--- src/rtl/mrw_pkg.sv ---
`default_nettype none
// +----------------------------------------------------------------------------+
// | Module   : mrw_pkg                                                         |
// | Brief    : Shared types and sizes for the matrix result writer.            |
// | Revision : 1.0  initial release                                            |
// +----------------------------------------------------------------------------+
package mrw_pkg;

  typedef enum logic [1:0] {
    IDLE  = 2'd0,
    WRITE = 2'd1,
    DONE  = 2'd2
  } state_t;

  localparam int NUM_WORDS = 4;
  localparam int IDX_W     = 2;

endpackage
`default_nettype wire

--- src/rtl/mrw_post.sv ---
`default_nettype none
// +----------------------------------------------------------------------------+
// | Module   : mrw_post                                                        |
// | Brief    : Combinational post-processing of one product:                   |
// |            ReLU -> arithmetic right shift -> optional signed clamp.        |
// |            Clamp present only when MRW_SAT_EN is defined.                  |
// | Revision : 1.0  initial release                                            |
// +----------------------------------------------------------------------------+
module mrw_post #(
  parameter int SHIFT = 0
`ifdef MRW_SAT_EN
  ,
  parameter int SAT_W = 16
`endif
) (
  input  logic [31:0] p,
  input  logic        relu_en,
  output logic [31:0] word,
  output logic        sat
);

  logic signed [31:0] relu_v;
  logic signed [31:0] shift_v;

  assign relu_v  = (relu_en && p[31]) ? 32'sd0 : $signed(p);
  assign shift_v = relu_v >>> SHIFT;

`ifdef MRW_SAT_EN
  // Limits held at 33 bits so SAT_W=32 still has a representable maximum.
  localparam logic signed [32:0] MAX_V = (33'sd1 <<< (SAT_W - 1)) - 33'sd1;
  localparam logic signed [32:0] MIN_V = -(33'sd1 <<< (SAT_W - 1));

  logic signed [32:0] ext_v;
  assign ext_v = {shift_v[31], shift_v};

  // Clamp the shifted value into the SAT_W signed range and flag any clipping.
  always_comb begin
    word = shift_v;
    sat  = 1'b0;
    if (ext_v > MAX_V) begin
      word = MAX_V[31:0];
      sat  = 1'b1;
    end else if (ext_v < MIN_V) begin
      word = MIN_V[31:0];
      sat  = 1'b1;
    end
  end
`else
  assign word = shift_v;
  assign sat  = 1'b0;
`endif

endmodule
`default_nettype wire

--- src/rtl/matrix_result_writer.sv ---
`default_nettype none
// +----------------------------------------------------------------------------+
// | Module   : matrix_result_writer                                            |
// | Brief    : Captures four 2x2 matrix products, post-processes them and      |
// |            writes them as consecutive words through a backpressured        |
// |            memory write port. Optional clamp enabled by MRW_SAT_EN.        |
// | Revision : 1.0  initial release                                            |
// +----------------------------------------------------------------------------+
module matrix_result_writer
  import mrw_pkg::*;
#(
  parameter int ADDR_W = 8,
  parameter int SHIFT  = 0,
  parameter int SAT_W  = 16
) (
  input  logic              clk,
  input  logic              rst_n,
  input  logic              relu_en,
  input  logic              in_valid,
  output logic              in_ready,
  input  logic [31:0]       p00,
  input  logic [31:0]       p01,
  input  logic [31:0]       p10,
  input  logic [31:0]       p11,
  input  logic [ADDR_W-1:0] base_addr,
  output logic              mem_we,
  output logic [ADDR_W-1:0] mem_addr,
  output logic [31:0]       mem_wdata,
  input  logic              mem_ready,
  output logic              busy,
  output logic              done,
  output logic              sat_flag,
  output logic [15:0]       wr_count
);

  localparam logic [IDX_W-1:0] LAST_IDX = IDX_W'(NUM_WORDS - 1);

  state_t            state;
  state_t            state_nxt;
  logic [31:0]       prods     [NUM_WORDS];
  logic [31:0]       post_word [NUM_WORDS];
  logic [NUM_WORDS-1:0] post_sat;
  logic [31:0]       words     [NUM_WORDS];
  logic [ADDR_W-1:0] base_q;
  logic [IDX_W-1:0]  idx;
  logic              capture;
  logic              accept;

  // Out-of-range clamp widths surface as this named scope in the hierarchy.
  if (SAT_W < 2 || SAT_W > 32) begin : g_sat_w_out_of_range
  end

  assign prods[0] = p00;
  assign prods[1] = p01;
  assign prods[2] = p10;
  assign prods[3] = p11;

  for (genvar i = 0; i < NUM_WORDS; i++) begin : g_post
    mrw_post #(
      .SHIFT (SHIFT)
`ifdef MRW_SAT_EN
      ,
      .SAT_W (SAT_W)
`endif
    ) u_post (
      .p       (prods[i]),
      .relu_en (relu_en),
      .word    (post_word[i]),
      .sat     (post_sat[i])
    );
  end

  assign in_ready  = (state == IDLE);
  assign mem_we    = (state == WRITE);
  assign busy      = (state == WRITE);
  assign done      = (state == DONE);
  assign capture   = in_valid && in_ready;
  assign accept    = mem_we && mem_ready;
  assign mem_addr  = base_q + ADDR_W'(idx);
  assign mem_wdata = words[idx];

  // State register.
  always_ff @(posedge clk) begin
    if (!rst_n) state <= IDLE;
    else        state <= state_nxt;
  end

  // Next-state: capture starts writing, last accepted word finishes.
  always_comb begin
    state_nxt = state;
    case (state)
      IDLE:    if (in_valid) state_nxt = WRITE;
      WRITE:   if (idx == LAST_IDX && mem_ready) state_nxt = DONE;
      DONE:    state_nxt = IDLE;
      default: state_nxt = IDLE;
    endcase
  end

  // Capture the processed words on handshake; step the word index on each accepted write.
  always_ff @(posedge clk) begin
    if (!rst_n) begin
      for (int i = 0; i < NUM_WORDS; i++) words[i] <= '0;
      base_q   <= '0;
      idx      <= '0;
      sat_flag <= 1'b0;
    end else if (capture) begin
      for (int i = 0; i < NUM_WORDS; i++) words[i] <= post_word[i];
      base_q   <= base_addr;
      idx      <= '0;
      sat_flag <= |post_sat;
    end else if (accept && idx != LAST_IDX) begin
      idx <= idx + 1'b1;
    end
  end

  // Running count of accepted words, wrapping naturally at 16 bits.
  always_ff @(posedge clk) begin
    if (!rst_n)      wr_count <= '0;
    else if (accept) wr_count <= wr_count + 16'd1;
  end

endmodule
`default_nettype wire
--- config.mk ---
export PLATFORM = sky130hd
export DESIGN_NAME = matrix_result_writer
export DESIGN_NICKNAME = d
export VERILOG_FILES = /design/src/rtl/mrw_pkg.sv /design/src/rtl/mrw_post.sv /design/src/rtl/matrix_result_writer.sv
export SDC_FILE = /design/constraint.sdc
export NUM_CORES = 1
export LEC_CHECK = 0
export CAP_MARGIN = 20
export CELL_PAD_IN_SITES_DETAIL_PLACEMENT = 1
export CELL_PAD_IN_SITES_GLOBAL_PLACEMENT = 1
export CORE_ASPECT_RATIO = 0.7
export CORE_MARGIN = 5
export CORE_UTILIZATION = 38
export CTS_CLUSTER_SIZE = 20
export DETAILED_ROUTE_END_ITERATION = 16
export PLACE_DENSITY_LB_ADDON = 0.1
export SYNTH_ARGS = -nofsm -noshare
export SYNTH_HDL_FRONTEND = slang
export SYNTH_SLANG_ARGS = --single-unit
--- constraint.sdc ---
create_clock -name clk -period 5.55 [get_ports clk]
set_input_delay 1.11 -clock clk [delete_from_list [all_inputs] [get_ports clk]]
set_output_delay 1.11 -clock clk [all_outputs]
set_load 0.02 [all_outputs]
==> summary.md, run 1 <==
| Metric | Value |
|---|---|
| Die area | around 0.021 sq mm |
| Final wirelength | between 15,000 and 20,000 microns |
| Initial drt markers | between 300 and 400 |
| Largest net degree at the start of global routing | 87 |
| Vias in the first global route | ~5,100 |
| Fraction of layout cells with a size suffix above 1 | 0.1142 |
| Die W | 170.2 microns |
| R2R Path Start | state[0] |
| Placement-stage cell area | just over 0.009 sq mm |
| Grt ovf | 0 |
| Core ar. | around 0.018 sq mm |
| CP Capture Type | output port |
| Crit Path Max Fanout | 21 |
| Netlist cell types | 37 |
| Placed wire-length estimate | roughly 12,000 microns |
| Static leakage power | roughly 3.5 nW |
| First-pass GRT wire length | around 28,000 microns |
| Final Power | 3.030 mW |
| Worst Hold Class | reg -> reg |
| Max Clock Freq | 253.3 MHz |
| CP startpoint kind | flop |
| Cell Pwr Density | between 300 and 400 mW/mm^2 |
| Deepest clock path buffer count | 2 |
| H-tree depth | 4 |
| # hold bufs at CTS | 0 |
| Flops & latches, synth | 158 |
| DR pass1 iterations | 4 |
| Row count | a little over 40 |
| Worst slew margin | 0.3382 |
| Max-Cap Viols | 0 |
| Worst-skew pair later-pin latency | roughly 0.42 ns |
| Sum Neg Setup Slack | 0 ns |
| Total Routing Usage GR | 0.1824 |
| Reg clk slew, reported paths | around 0.07 ns |
| Final setup violation count | 0 |
| Origin of the worst min-delay path | wr_count[15] |
| Vias per cell | slightly below 5 |
| Fin crit period | around 3.9 ns |
| Nets@finish | approximately 810 |
| Layout area overhead | 42.96% |
| Clk_skew | 0.01037 ns |
| Mapped Avg Cell Area | about 15 sq um |
| Setup Fix Bufs, Post-CTS | 0 |
| Port Buf Inserts | 200 |
| Fill cell count | 1,763 |
| Initial antenna violation count | 0 |
| Die height | roughly 120 microns |
| Routability cong. | 0.7812 |
| Clock sinks | roughly 160 |
| Number of enable flip-flop cells after synthesis | between 100 and 150 |
| Resize count post-CTS | 0 |
| Crit path kind | reg -> out |
| Most common flop cell mapped by yosys | edfxtp_1 |
| Ys async rst share | 0 |
| Final core occ | 0.5465 |
| Syn_nets | approximately 610 |
| Post-Layout Inst Area | 0.009756 sq mm |
| RSZ-0062 raised after global routing | false |
| Status | completed |
| # DRC | 0 |
| Vias post-DR | approximately 4,500 |
| Max-slew violations | 0 |
| Root buffer cell | clkbuf_16 |
| Post-Synthesis Cells | around 460 |
| Hold violation count in the final report | 0 |
| Slew @ Worst Pin | slightly below 1 ns |
| Final ANT Viol Nets | 0 |
| Mapped cell area | about 0.0068 sq mm |
| Inserted Clock Buffers | 17 |
| Crit path required time | about 4.4 ns |
| Routed len/inst | between 20 and 25 microns |
| Arrival time at the worst endpoint | ~2.8 ns |
| Seq/Total Area, Yosys | 0.6513 |
| Initial core utilization | 0.3823 |
| I/O pin count | slightly above 200 |
| VDD IR max | around 0.16 mV |
| Final period util | 0.7114 |
| Yosys warns | 0 |
| CTS tree | yes |
-- layout by cell type (no fill, tap or decap), types with 7 or more instances in the layout --
cell type | Yosys | final
edfxtp_1 | 128 | 128
mux4_2 | 32 | 32
nor2_1 | 18 | 18
nand2_1 | 12 | 12
clkdlybuf4s50_1 | 0 | 200
dfxtp_1 | 30 | 28
xnor2_1 | 13 | 13
inv_1 | 8 | 7
clkbuf_16 | 0 | 17
and2_1 | 128 | 128
a22o_1 | 8 | 8
a21oi_1 | 11 | 7
nand3_1 | 8 | 8
-- critical path: stages, from the launching register on --
cell and delay (ns):
dfxtp_2 0.89, buf_4 0.41, mux4_2 0.56, clkdlybuf4s50_1 0.56
-- worst paths after layout --
| check | endpoint | slack, ns | depth (start not counted) |
|---|---|---|---|
| max reg2reg | words[1][6] | 3.17 | 5 |
| min reg2reg | wr_count[15] | 0.48 | 2 |
| min | wr_count[15] | 0.48 | 2 |
| max | mem_wdata[11] | 1.60 | 3 |
-- area by class of cell --
class	instances	area [sq um]	area share
tap	236	295.3	0.03027
clock buffer	17	425.4	0.04361
sequential	158	4447	0.4558
inverter	9	36.28	0.003719
antenna	1	2.502	0.0002565
timing repair buffer	203	2044	0.2096
clock inverter	15	207.7	0.02129
multi-input combinational	272	2297	0.2355
-- metal layers --
metal,share of wire,global-route usage
met4,0.0089,0.05037
met5,0,0
met1,0.44,0.2397
met3,0.067,0.05482
met2,0.49,0.2964
-- synthesized netlist by cell type, drive strengths merged (3+ instances only) --
| cell | n | area [sq um] |
|---|---|---|
| and2 | 128 | 800.8 |
| edfxtp | 128 | 3844 |
| mux4 | 32 | 720.7 |
| dfxtp | 30 | 600.6 |
| nor2 | 18 | 67.56 |
| clkbuf | 16 | 60.06 |
| xnor2 | 13 | 113.9 |
| a21oi | 12 | 63.81 |
| nand2 | 12 | 45.04 |
| a22o | 8 | 70.07 |
| inv | 8 | 30.03 |
| nand3 | 8 | 40.04 |
| buf | 6 | 33.77 |
| ha | 4 | 50.05 |
| nand4 | 4 | 31.28 |
| nor3 | 4 | 20.02 |
| nor4 | 4 | 25.02 |
| o21ai | 4 | 20.02 |
| or3 | 4 | 30.03 |
| xor2 | 4 | 35.03 |
| nor2b | 3 | 18.77 |
-- report_power, final --
| group | switching, mW | leakage (nW) | internal [mW] |
|---|---|---|---|
| clock | 0.491 | 0.304 | 0.761 |
| combinational | 0.160 | 1.59 | 0.207 |
| sequential | 0.0342 | 1.63 | 1.38 |
-- cell families after synthesis --
family                     count (synthesis)  synth area share
other                                      1         0.0005495
DFF                                      158            0.6513
AOI/OAI and AO/OA                         25           0.02365
and+or+nand+nor                          191            0.1667
adders and majority gates                  5           0.01027
muxes                                     33            0.1071
buffers and inverters                     31           0.01870
xor gates and xnor gates                  17           0.02182
-- through the flow --
stage	std cells	setup WS [ns]	hold WS (ns)
after detailed placement	877	1.462	0.4780
final	911	1.602	0.4832
after floorplan	461	1.208	0.4563
after global placement	877	1.583	0.4575
after global routing	910	1.382	0.5126
after CTS	909	1.477	0.4900
-- state kept, by name (all words and copies together), names as in the netlist, named ones only --
signal	cells
state	2
base_q	8
words	128
wr_count	16
idx	2
Note: power is estimated with default switching activity, not from simulation.
==> inputs of run 2 (changes only) <==
==> constraint.sdc (replaced) <==
create_clock -name clk -period 4 [get_ports clk]
set_input_delay 0.8 -clock clk [delete_from_list [all_inputs] [get_ports clk]]
set_output_delay 0.8 -clock clk [all_outputs]
set_load 0.02 [all_outputs]
==> run 2 against run 1 <==
Critical path depth grew 4. Total power grew 33%. Setup slack lost 0.94 ns. Count of clock-buffer cells in the layout unchanged. Sequential cell count stayed put. Critical endpoint is now mem_addr[6].
==> summary.md, run 2 (synthesized netlist as in run 1, its figures left out) <==
| Metric | Value |
|---|---|
| Resize count post-CTS | 0 (unchanged) |
| Clock sinks | 158 (unchanged) |
| Layout area overhead | 42.24% |
| VDD IR max | 0.2530 mV (+60%) |
| Crit path largest cell delay | 0.62 ns (-0.27 ns) |
| Most frequent cells in the layout | clkdlybuf4s50_1 (200), and2_1 (128), edfxtp_1 (128) |
| Worst Hold Class | reg -> reg |
| Critical Path Source | idx[0] |
| Arrival time at the worst endpoint | 2.53 ns (-0.31 ns) |
| Largest net degree at the start of global routing | 132 (+52%) |
| Fin crit period | roughly 3.3 ns |
| Psw | 951.9 uW (+39%) |
| Slew @ Worst Pin | 0.9845 ns (-0.006058 ns) |
| Placed wire-length estimate | 12,210 microns (-1.3%) |
| Row count | 41 (unchanged) |
| Max-slew violations | 0 (unchanged) |
| Root buffer cell | clkbuf_16 |
| Crit path kind | reg -> out |
| # DRC | 0 (unchanged) |
| Final setup violation count | 0 (unchanged) |
| Net Sw Frac | 0.2371 (+0.01077) |
| Buf+Inv Stages, Crit Path | 2 (unchanged) |
| CP Cell Sequence | ha_1 > inv_1 > fa_1 > nor2_1 > nand3_1 > xnor2_1 > clkdlybuf4s50_1 |
| Routed len/inst | 19.57 microns (-2.9%) |
| Commonest non-fill, non-tap cell in the layout | clkdlybuf4s50_1 |
| Initial drt markers | 196 (-36%) |
| Top Registers | words x128, wr_count x16, base_q x8 |
| Static leakage power | 3.500 nW (-0.78%) |
| Most flops, register | words |
| Inserted Clock Buffers | 17 (unchanged) |
| CP Capture Type | output port |
| Nets@finish | 811 (+0.50%) |
| Grt ovf | 0 (unchanged) |
| Worst-skew pair later-pin latency | 0.42 ns (about the same) |
| Reg2reg setup slack | 1.71 ns (-1.46 ns) |
| Slowest cell on the critical path | clkdlybuf4s50_1 |
| Fill cell count | 1,782 (+1.1%) |
| RSZ-0062 raised after global routing | false |
| Clk pwr share | 0.386 (-0.027) |
| Reg2reg end | words[2][4] |
| Crit path to | mem_addr[6] |
| Combinational Power Share | 0.129 (+0.008) |
| CP Depth | 7 (+4) |
| Crit path max-delay family | buffers and inverters |
| Final period util | 0.8336 |
| Core ar. | 0.01785 sq mm (unchanged) |
| Final core occ | 0.5437 (-0.002734) |
| Internal power | 3.063 mW (+31%) |
| Crit path required time | 3.20 ns (-1.24 ns) |
| Worst slew margin | 0.3422 (+0.004047) |
| CTS tree | yes |
| H-tree depth | 4 (unchanged) |
| R2R Path Start | state[0] |
| # hold bufs at CTS | 0 (unchanged) |
| Final wirelength | 17,890 microns (-2.5%) |
| Final ANT Viol Nets | 0 (unchanged) |
| Cell Pwr Density | 413.6 mW/mm^2 (+33%) |
| I/O pin count | 202 (unchanged) |
| Initial core utilization | 0.3823 (unchanged) |
| Largest register FFs | 128 (unchanged) |
| Reg clk slew, reported paths | 0.07 ns (about the same) |
| Post-Layout Inst Area | 0.009707 sq mm (-0.50%) |
| DR pass1 iterations | 4 (unchanged) |
| Routability cong. | 0.7835 (+0.29%) |
| Seq pwr share | 0.485 (+0.019) |
| Placement-stage cell area | 0.009144 sq mm (+0.56%) |
| Vias post-DR | 4,446 (-0.63%) |
| Die W | 170.2 microns (unchanged) |
| Max-Cap Viols | 0 (unchanged) |
| Fraction of layout cells with a size suffix above 1 | 0.1195 (+0.005226) |
| Worst r2r path cells | 4 (-1) |
| Clk_skew | 0.006261 ns (-0.004112 ns) |
| Port Buf Inserts | 200 (unchanged) |
| Vias in the first global route | 4,825 (-5.0%) |
| CP startpoint kind | flop |
| Max Clock Freq | ~300 MHz |
| Die area | 0.02078 sq mm (unchanged) |
| Initial antenna violation count | 2 (+2) |
| Crit Path Max Fanout | 3 (-86%) |
| First-pass GRT wire length | 26,970 microns (-4.9%) |
| Hold violation count in the final report | 0 (unchanged) |
| Status | completed |
| Sum Neg Setup Slack | 0 ns (unchanged) |
| Total Routing Usage GR | 0.1742 (-0.008166) |
| Vias per cell | 4.864 (-0.95%) |
| Die height | 122.1 microns (unchanged) |
| ANT cells | 0 (-1) |
| Setup Fix Bufs, Post-CTS | 0 (unchanged) |
| Deepest clock path buffer count | 2 (unchanged) |
run 2: worst min-delay path: stages (launching register included):
cell	delay, ns
dfxtp_1	0.33
nand2_1	0.06
mux2i_1	0.06
run 2: metal layers:
layer  wire (microns)  vias up  GRT usage
li1                 -     2090          -
met1             7849     2190     0.2293
met2             8563      144     0.2779
met3             1238       18    0.05806
met4              208        4    0.04888
met5               28        -          0
run 2: per-stage QoR:
stage,power (mW),std cells,setup WS [ns],hold WS [ns]
3_3_place_gp,2.495,882,0.9925,0.4647
6_report,4.015,914,0.6656,0.4875
3_5_place_dp,2.511,882,0.9370,0.4916
5_1_grt,4.178,914,0.4990,0.5353
2_1_floorplan,2.206,461,0.2937,0.4563
4_1_cts,4.067,914,0.6237,0.4972
run 2: worst min-delay path by stage:
stage                       startpoint           end  slack [ns]  cells after the start
after floorplan              base_q[0]     base_q[0]        0.46                      1
after global placement    wr_count[15]  wr_count[15]        0.46                      2
after detailed placement  wr_count[15]  wr_count[15]        0.49                      2
after CTS                 wr_count[15]  wr_count[15]        0.50                      2
after global routing      wr_count[15]  wr_count[15]        0.54                      2
final                     wr_count[15]  wr_count[15]        0.49                      2
run 2: power by group through the flow:
stage	logic, mW	clock network, mW	registers (mW)
finish	0.518	1.55	1.95
global route	0.555	1.66	1.96
CTS	0.528	1.59	1.95
detailed placement	0.525	0	1.99
global placement	0.518	0	1.98
floorplan	0.232	0	1.97
run 2: final cells by class:
type	count	area, sq um	share of cell area
inverters	9	37.54	0.003867
well taps	236	295.3	0.03042
multi-input cells	272	2297	0.2367
flip-flops and latches	158	4447	0.4581
clock buffers	17	425.4	0.04383
clock inverters	15	137.6	0.01418
repair buffers	207	2067	0.2129
